==> src/rtl/fifo_wr_arbiter.sv <==
// fifo_wr_arbiter: packet-granular round-robin arbiter sharing the write port of the
// two-clock FIFO between CH_N requester streams in the wclk domain.
// Each granted packet is written as one header word (channel id), followed by the
// payload until last. A grant is only issued when the FIFO can hold a
// maximum-length packet plus header. Packets longer than PKT_MAX are cut and flagged.
//
// Ports:
//   wclk, wrst        write clock, synchronous active-high reset
//   ch_valid_i        per-channel word valid
//   ch_data_i         per-channel word, channel i at [i*DATA_W +: DATA_W]
//   ch_last_i         per-channel last word of packet
//   ch_ready_o        per-channel word accepted (valid & ready = beat)
//   fifo_wdata_o      FIFO write data
//   fifo_wen_o        FIFO write enable
//   fifo_wfull_i      FIFO full
//   fifo_wload_i      FIFO fill level (write domain)
//   busy_o            high while a packet is in progress
//   grant_id_o        current or last granted channel
//   err_trunc_o       sticky per-channel truncation flags
//   err_clr_i         clears all truncation flags
module fifo_wr_arbiter #(
    parameter int unsigned CH_N        = 4,
    parameter int unsigned DATA_W      = 8,
    parameter int unsigned ADDR_W      = 10,
    parameter int unsigned WORDS_TOTAL = 2 ** ADDR_W,
    parameter int unsigned PKT_MAX     = 64
) (
    input  logic                       wclk,
    input  logic                       wrst,
    input  logic [CH_N-1:0]            ch_valid_i,
    input  logic [CH_N*DATA_W-1:0]     ch_data_i,
    input  logic [CH_N-1:0]            ch_last_i,
    output logic [CH_N-1:0]            ch_ready_o,
    output logic [DATA_W-1:0]          fifo_wdata_o,
    output logic                       fifo_wen_o,
    input  logic                       fifo_wfull_i,
    input  logic [ADDR_W:0]            fifo_wload_i,
    output logic                       busy_o,
    output logic [$clog2(CH_N)-1:0]    grant_id_o,
    output logic [CH_N-1:0]            err_trunc_o,
    input  logic                       err_clr_i
);

    localparam int unsigned ID_W   = $clog2(CH_N);
    localparam int unsigned CNT_W  = $clog2(PKT_MAX + 1);
    localparam int unsigned LOAD_W = ADDR_W + 2;

    typedef enum logic [1:0] {StIdle, StHdr, StData} state_e;

    state_e            state_q, state_d;
    logic [ID_W-1:0]   grant_id_q, grant_id_d;
    logic [ID_W-1:0]   rr_last_q, rr_last_d;
    logic [CNT_W-1:0]  beat_cnt_q, beat_cnt_d;
    logic [CH_N-1:0]   err_trunc_q, err_trunc_d;

    logic [LOAD_W-1:0] load_need;
    logic              space_ok;
    logic              arb_found;
    logic [ID_W-1:0]   arb_id;
    logic [ID_W-1:0]   arb_cand;
    logic              beat;

    // Phrased as load + need <= total so the unsigned math cannot underflow.
    assign load_need = LOAD_W'(fifo_wload_i) + LOAD_W'(PKT_MAX + 1);
    assign space_ok  = (load_need <= LOAD_W'(WORDS_TOTAL));

    // First valid channel searching upward from rr_last+1, wrapping modulo CH_N.
    always_comb begin
        arb_found = 1'b0;
        arb_id    = '0;
        arb_cand  = '0;
        for (int i = 1; i <= int'(CH_N); i++) begin
            arb_cand = ID_W'((int'(rr_last_q) + i) % int'(CH_N));
            if (!arb_found && ch_valid_i[arb_cand]) begin
                arb_found = 1'b1;
                arb_id    = arb_cand;
            end
        end
    end

    assign beat = (state_q == StData) && ch_valid_i[grant_id_q] && !fifo_wfull_i;

    always_comb begin
        state_d      = state_q;
        grant_id_d   = grant_id_q;
        rr_last_d    = rr_last_q;
        beat_cnt_d   = beat_cnt_q;
        err_trunc_d  = err_clr_i ? '0 : err_trunc_q;
        ch_ready_o   = '0;
        fifo_wen_o   = 1'b0;
        fifo_wdata_o = '0;
        unique case (state_q)
            StIdle: begin
                if (space_ok && arb_found) begin
                    grant_id_d = arb_id;
                    state_d    = StHdr;
                end
            end
            StHdr: begin
                fifo_wen_o   = !fifo_wfull_i;
                fifo_wdata_o = DATA_W'(grant_id_q);
                if (!fifo_wfull_i) begin
                    state_d    = StData;
                    beat_cnt_d = '0;
                end
            end
            StData: begin
                ch_ready_o[grant_id_q] = !fifo_wfull_i;
                fifo_wen_o             = beat;
                fifo_wdata_o           = ch_data_i[int'(grant_id_q) * int'(DATA_W) +: DATA_W];
                if (beat) begin
                    beat_cnt_d = beat_cnt_q + CNT_W'(1);
                    if (ch_last_i[grant_id_q]) begin
                        state_d   = StIdle;
                        rr_last_d = grant_id_q;
                    end else if (beat_cnt_q == CNT_W'(PKT_MAX - 1)) begin
                        // Remaining words of this channel go out as a fresh packet later.
                        err_trunc_d[grant_id_q] = 1'b1;
                        state_d                 = StIdle;
                        rr_last_d               = grant_id_q;
                    end
                end
            end
            default: state_d = StIdle;
        endcase
    end

    always_ff @(posedge wclk) begin
        if (wrst) begin
            state_q     <= StIdle;
            grant_id_q  <= '0;
            rr_last_q   <= ID_W'(CH_N - 1);
            beat_cnt_q  <= '0;
            err_trunc_q <= '0;
        end else begin
            state_q     <= state_d;
            grant_id_q  <= grant_id_d;
            rr_last_q   <= rr_last_d;
            beat_cnt_q  <= beat_cnt_d;
            err_trunc_q <= err_trunc_d;
        end
    end

    assign busy_o      = (state_q != StIdle);
    assign grant_id_o  = grant_id_q;
    assign err_trunc_o = err_trunc_q;

endmodule

==> config.mk <==
export PLATFORM = sky130hd
export DESIGN_NAME = fifo_wr_arbiter
export DESIGN_NICKNAME = d
export VERILOG_FILES = /design/src/rtl/fifo_wr_arbiter.sv
export SDC_FILE = /design/constraint.sdc
export NUM_CORES = 1
export LEC_CHECK = 0
export ABC_AREA = 0
export CAP_MARGIN = 20
export CORE_MARGIN = 2
export CORE_UTILIZATION = 40
export CTS_BUF_LIST = sky130_fd_sc_hd__clkbuf_8
export DETAILED_ROUTE_END_ITERATION = 10
export GPL_TIMING_DRIVEN = 0
export PLACE_DENSITY = 0.82
export SLEW_MARGIN = 20
export SYNTH_ARGS = -nofsm -noshare
export SYNTH_HDL_FRONTEND = slang
export SYNTH_SLANG_ARGS = --single-unit
==> constraint.sdc <==
create_clock -name wclk -period 4 [get_ports wclk]
set_clock_uncertainty 0.1 [all_clocks]
set_input_delay 0.6 -clock wclk [delete_from_list [all_inputs] [get_ports wclk]]
set_output_delay 0.6 -clock wclk [all_outputs]
set_load 0.02 [all_outputs]
==> metrics.txt, run 1 <==
I/O Buffers 68; terminus of the critical flop-to-flop path beat_cnt_q[4]; RSZ-0062 raised after global routing no; Initial Util 0.4192; clock sink count 17; critical path's slowest cell clkdlybuf4s50_1; CP arrival 2.49 ns; minimum clock period 3.190 ns; layout cells sized above 1 0.08850; CTS tree done; cell leakage power 0.0007772 µW; TNS Setup 0 ns; yosys warns 0; Sw Share 0.4095; Worst Tran Pin Value 0.7961 ns; WL final 3907 µm; CP Max Fanout 10; Layout area overhead 56.08%; placed cell areas 0.002137 mm²; FFs w/ async S/R, synth 0; post-route cell area 0.002183 mm²; IO Pins 75; Setup violations, final 0; core area 0.003337 mm²; Via density 5.456; cts repair resizes 0; fin crit share 0.7975; die width 63.14 µm; DR DRC count 0; Worst VDD drop 0.0002600 V; first-pass iteration count of the detailed router 4; Max clock buf depth 2; Clk pwr share 0.179; DR iter-0 viols 105; WL/cell 14.36 µm; hold_sp err_trunc_o[3]; max_cap viols 0; Synth Area in XOR/XNOR 0; f_max 0.3135 GHz; R2R depth 6; main combinational cell family by area after synthesis simple AND/OR/NAND/NOR gates; Mapped Nets 214; Post-Syn Area 0.001399 mm²; initial antenna violation count 0; Post-synth EDFFs 0; # fillers 298; worst min path class register to register; standard-cell row count 21; post-route ant nets 0; Seq pwr share 0.256; Post-Synth Adder-Cell Area 0.04472; vias in the first global route 1478; crit-path max cell delay 0.62 ns; hold worst-path end err_trunc_o[3]; total CTS buffers 3; Final Hold Vio Count 0; Final Wtd Congestion 0.8141; status finished, final reports clean; nets 287; cell area power density 350.7 mW/mm²; area occupied by multi-input gates 993.5 µm²; combinational share of power 0.565; Vias 1484; sequential cell area 340.3 µm²; fraction of the mapped netlist area in compound gates 0.1583; GRT Overall Usage 0.2099; Clk pin slew, worst setup/hold paths 0.07 ns; postcts setup bufs 0; grt ovf 0; Worst Setup Start Kind register; Antenna diodes 0; worst-path cell chain clkbuf_1, clkbuf_1, a22oi_1, nor2_1, clkdlybuf4s50_1; Critical Path End Type output pin; first-pass GRT wire length 6741 µm; worst-skew pair later-pin latency 0.26 ns; Req. time, crit path 3.30 ns; Net Switching 313.6 µW; reg2reg start state_q[0]; Worst R2R Setup Slack 1.96 ns; hold_buf cts 0; syn_area_per_cell 9.083 µm²; Slew Viols, Final 0; #FFs+latches synth 17; Relative slew margins 0.4693; # H-tree levels 1; maximum number of pins on one net before global-route repair 11; hold depth 2; internal power 452.1 µW; die area 0.003986 mm²; DPL Wire Length 3104 µm; most frequent cell on the critical path clkbuf_1; Post-Synth Simple-Gate Area 0.2800; Root Buffer clkbuf_8; post-synthesis mux area share 0.2272; Yosys cell types 41; die height 63.14 µm; WHS 0.3703 ns; post-synthesis sequential area ratio 0.2433; WS Path Type register to output pin; Synth Flop Type dfxtp_1; synthesized netlist cell count 154
==> flip-flops by register name, summed over array words and instances, names as in the netlist <==
register and cells:
beat_cnt_q 7, err_trunc_o 4, grant_id_o 2, rr_last_q 2, state_q 2
==> critical path: cells and delay by family, from the launching register on <==
family / cells / cell delay [ns]
buffers and inverters: 3 / 1.50
DFF: 1 / 0.45
AOI/OAI and AO/OA: 1 / 0.16
and+or+nand+nor: 1 / 0.11
==> cells by family after synthesis <==
| kind of cell | Yosys count |
|---|---|
| flip-flops | 17 |
| multiplexers | 19 |
| adder cells (fa/ha/maj) | 5 |
| AO/OA/AOI/OAI | 29 |
| AND/OR/NAND/NOR | 67 |
| buffers and inverters | 17 |
==> metal layers <==
| metal | vias to the layer above | track usage | part of all wire | wire length [µm] |
|---|---|---|---|---|
| met5 | - | 0 | 0 | 0 |
| met4 | 0 | 0.07222 | 0.022 | 85 |
| met3 | 8 | 0.03571 | 0.033 | 127 |
| met2 | 33 | 0.3870 | 0.51 | 1980 |
| met1 | 713 | 0.2427 | 0.44 | 1713 |
| li1 | 730 | - | - | - |
==> final cells by class <==
type	instances	area share
Multi-Input combinational cell	120	0.4550
Clock inverter	1	0.002292
Tap cell	46	0.02636
Inverter	9	0.01547
Buffer	8	0.01433
Clock buffer	3	0.01891
Sequential cell	17	0.1559
Timing Repair Buffer	68	0.3117
==> placed cells by master (no fill, tap or decap), types with 2 or more instances in the layout <==
cell type         n
mux2_2            2
clkdlybuf4s50_1  68
o21ai_0           2
nor2_1            5
nand3_1           8
mux4_2           10
a311oi_1          2
nand4b_1          2
and3_1            8
nand3b_1          2
nand2_1          15
nor4_1            4
inv_1             9
a21oi_1          10
clkbuf_8          3
clkbuf_1          7
o31ai_1           2
ha_1              5
mux2i_1           7
a22oi_1           3
dfxtp_1          17
and2_1            2
and3b_1           2
nand2b_1         11
==> through the flow <==
stage	utilization	total power [µW]	std cells	setup slack (ns)
2_1_floorplan	-	477.4	154	1.652
3_3_place_gp	0.6404	621.4	268	0.8700
3_5_place_dp	0.6404	630.5	268	0.8685
4_1_cts	0.6543	768.5	272	0.8140
5_1_grt	0.6543	814.9	272	0.6692
6_report	0.6543	765.7	272	0.8098
==> synthesized netlist by cell type, types with 2 or more instances <==
master    instances  share of area
nand2_1          15          0.040
nand4b_1          2          0.013
nor4_1            4          0.018
nor2_1            5          0.013
dfxtp_1          17           0.24
and2_1            2         0.0089
and3b_1           2          0.013
clkbuf_1          7          0.019
nand3_1           8          0.029
o31ai_1           2          0.011
mux2i_1           7          0.050
o21ai_0           2         0.0072
and3_1            8          0.036
a22oi_1           3          0.016
ha_1              5          0.045
a21oi_1          10          0.036
nand2b_1         11          0.049
mux2_2            2          0.016
nand3b_1          2          0.011
inv_1             9          0.024
a311oi_1          2          0.013
mux4_2           10           0.16
==> power by group through the flow <==
| stage | Combinational (µW) | Clock, µW | Sequential, µW |
|---|---|---|---|
| 3_5_place_dp | 431 | 0 | 199 |
| 5_1_grt | 471 | 145 | 198 |
| 3_3_place_gp | 422 | 0 | 199 |
| 4_1_cts | 433 | 139 | 196 |
| 6_report | 433 | 137 | 196 |
| 2_1_floorplan | 276 | 0 | 201 |
==> worst max-delay path by stage <==
stage | endpoint | slack (ns) | depth (start not counted) | startpoint
finish | fifo_wdata_o[1] | 0.81 | 5 | grant_id_o[1]
global route | fifo_wdata_o[1] | 0.67 | 5 | grant_id_o[1]
CTS | fifo_wdata_o[1] | 0.81 | 5 | grant_id_o[1]
detailed placement | fifo_wen_o | 0.87 | 5 | ch_valid_i[3]
global placement | fifo_wen_o | 0.87 | 5 | ch_valid_i[3]
floorplan | fifo_wdata_o[0] | 1.65 | 4 | grant_id_o[0]
(Power assumes the default switching activity.)
==> run 2, diff against run 1 <==
clock period = 3.07 ns   (was 4 ns; I/O delays follow)
==> metrics.txt, run 2 (synthesis results as in run 1) <==
Worst VDD drop 0.0003397 V (+31%); total CTS buffers 3 (unchanged); first-pass iteration count of the detailed router 4 (unchanged); # H-tree levels 1 (unchanged); first-pass GRT wire length 6741 µm (unchanged); cell leakage power 0.0007808 µW (+0.47%); post-route ant nets 0 (unchanged); Clk pwr share 0.179 (about the same); GRT Overall Usage 0.2099 (unchanged); commonest non-fill, non-tap cell in the layout clkdlybuf4s50_1; Critical Path End Type output pin; max reg flops 7 (unchanged); initial antenna violation count 0 (unchanged); Root Buffer clkbuf_8; core area 0.003337 mm² (unchanged); worst-path cell chain buf_4, mux4_2, a22oi_1, nor2_1, clkdlybuf4s50_1; nets 287 (unchanged); Net Switching 408.4 µW (+30%); maximum number of pins on one net before global-route repair 11 (unchanged); WL final 3908 µm (about the same); combinational share of power 0.566 (about the same); DR DRC count 0 (unchanged); CP arrival 2.32 ns (-0.17 ns); WS Path Type register to output pin; Max clock buf depth 2 (unchanged); vias in the first global route 1478 (unchanged); commonest cells after routing, fill and taps aside clkdlybuf4s50_1 (68), dfxtp_1 (17), nand2_1 (15), nand2b_1 (11); postcts setup bufs 0 (unchanged); Final Non-Filler Cells 272 (unchanged); area occupied by multi-input gates 993.5 µm² (unchanged); layout cells sized above 1 0.09292 (+0.004425); Relative slew margins 0.4728 (+0.003486); Antenna diodes 0 (unchanged); Biggest register beat_cnt_q; post-layout util 0.6554 (+0.001125); CP top delay family buffers and inverters; worst min path class register to register; CP Max Fanout 10 (unchanged); die height 63.14 µm (unchanged); status finished, final reports clean; clock sink count 17 (unchanged); hold_buf cts 0 (unchanged); Vias 1478 (-0.40%); grt ovf 0 (unchanged); max_cap viols 0 (unchanged); standard-cell row count 21 (unchanged); crit-path max cell delay 0.55 ns (-0.07 ns); Final Wtd Congestion 0.8141 (unchanged); Req. time, crit path 2.51 ns (-0.79 ns); internal power 591.3 µW (+31%); Slew Viols, Final 0 (unchanged); Final Hold Vio Count 0 (unchanged); Setup violations, final 0 (unchanged); RSZ-0062 raised after global routing no; I/O Buffers 68 (unchanged); Worst Setup Start Kind register; Via density 5.434 (-0.40%); total power 999.8 µW (+31%); Clk pin slew, worst setup/hold paths 0.07 ns (about the same); Seq pwr share 0.256 (about the same); critical path's slowest cell clkdlybuf4s50_1; placed insts 268 (unchanged); TNS Setup 0 ns (unchanged); DPL Wire Length 3104 µm (unchanged); minimum clock period 2.877 ns; CTS tree done; die area 0.003986 mm² (unchanged); Initial Util 0.4192 (unchanged); WL/cell 14.37 µm (about the same); Sw Share 0.4085 (-0.001007); worst-skew pair later-pin latency 0.26 ns (about the same); die width 63.14 µm (unchanged); WHS 0.3703 ns (-0.00001800 ns); Layout area overhead 56.35%; IO Pins 75 (unchanged); # fillers 297 (-0.34%); cell area power density 457.1 mW/mm² (+30%); sequential cell area 340.3 µm² (unchanged); Worst Tran Pin Value 0.7908 ns (-0.005228 ns); DR iter-0 viols 107 (+1.9%); fin crit share 0.9371; Critical path buffers and inverters 2 (-1); f_max 0.3476 GHz
==> run 2: final cells by class <==
type / instances / area share
well taps: 46 / 0.02632
clock buffers: 3 / 0.01888
clock inverters: 1 / 0.002288
multi-input cells: 120 / 0.4542
plain buffers: 8 / 0.01602
repair buffers: 68 / 0.3112
flip-flops and latches: 17 / 0.1556
inverters: 9 / 0.01545
==> run 2: path summary, 6_finish.rpt <==
| check | slack [ns] | from | cells past startpoint | endpoint |
|---|---|---|---|---|
| worst max register to register | 1.03 | state_q[0] | 6 | beat_cnt_q[4] |
| worst max-delay path | 0.19 | grant_id_o[0] | 5 | fifo_wdata_o[1] |
| worst min-delay path | 0.37 | err_trunc_o[3] | 2 | err_trunc_o[3] |
| worst min register to register | 0.37 | err_trunc_o[3] | 2 | err_trunc_o[3] |
==> run 2: through the flow <==
step	instance area, µm²	setup WS [ns]
global route	2187	0.02418
CTS	2183	0.02347
finish	2187	0.1930
floorplan	1399	0.8618
global placement	2137	0.2190
detailed placement	2137	0.2175
==> run 2: what timing repair did <==
item	4_1_cts	5_1_grt
gates resized for setup	0	4
hold endpoints to repair	0	0
setup endpoints to repair	0	6
==> run 2: per-layer routing <==
metal	GRT usage	part of all wire
met5	0	0
met4	0.07222	0.022
met3	0.03571	0.040
met2	0.3870	0.51
met1	0.2427	0.43
==> run 2: power groups by stage <==
stage | Clock [µW] | Sequential [µW] | Combinational, µW
floorplan | 0 | 262 | 360
detailed placement | 0 | 260 | 562
global route | 189 | 259 | 616
finish | 179 | 256 | 565
CTS | 182 | 255 | 565
global placement | 0 | 260 | 550
==> run 2: tightest hold or removal path: stages (launching register included) <==
cell and delay (ns):
dfxtp_1 0.31, nand2b_1 0.06, a21oi_1 0.05
==> run 3, diff against run 2 <==
CTS_CLUSTER_SIZE = 10   (was not set)
==> results of run 3 <==
The final DEF is identical to that of run 2; final timing and power are the same.
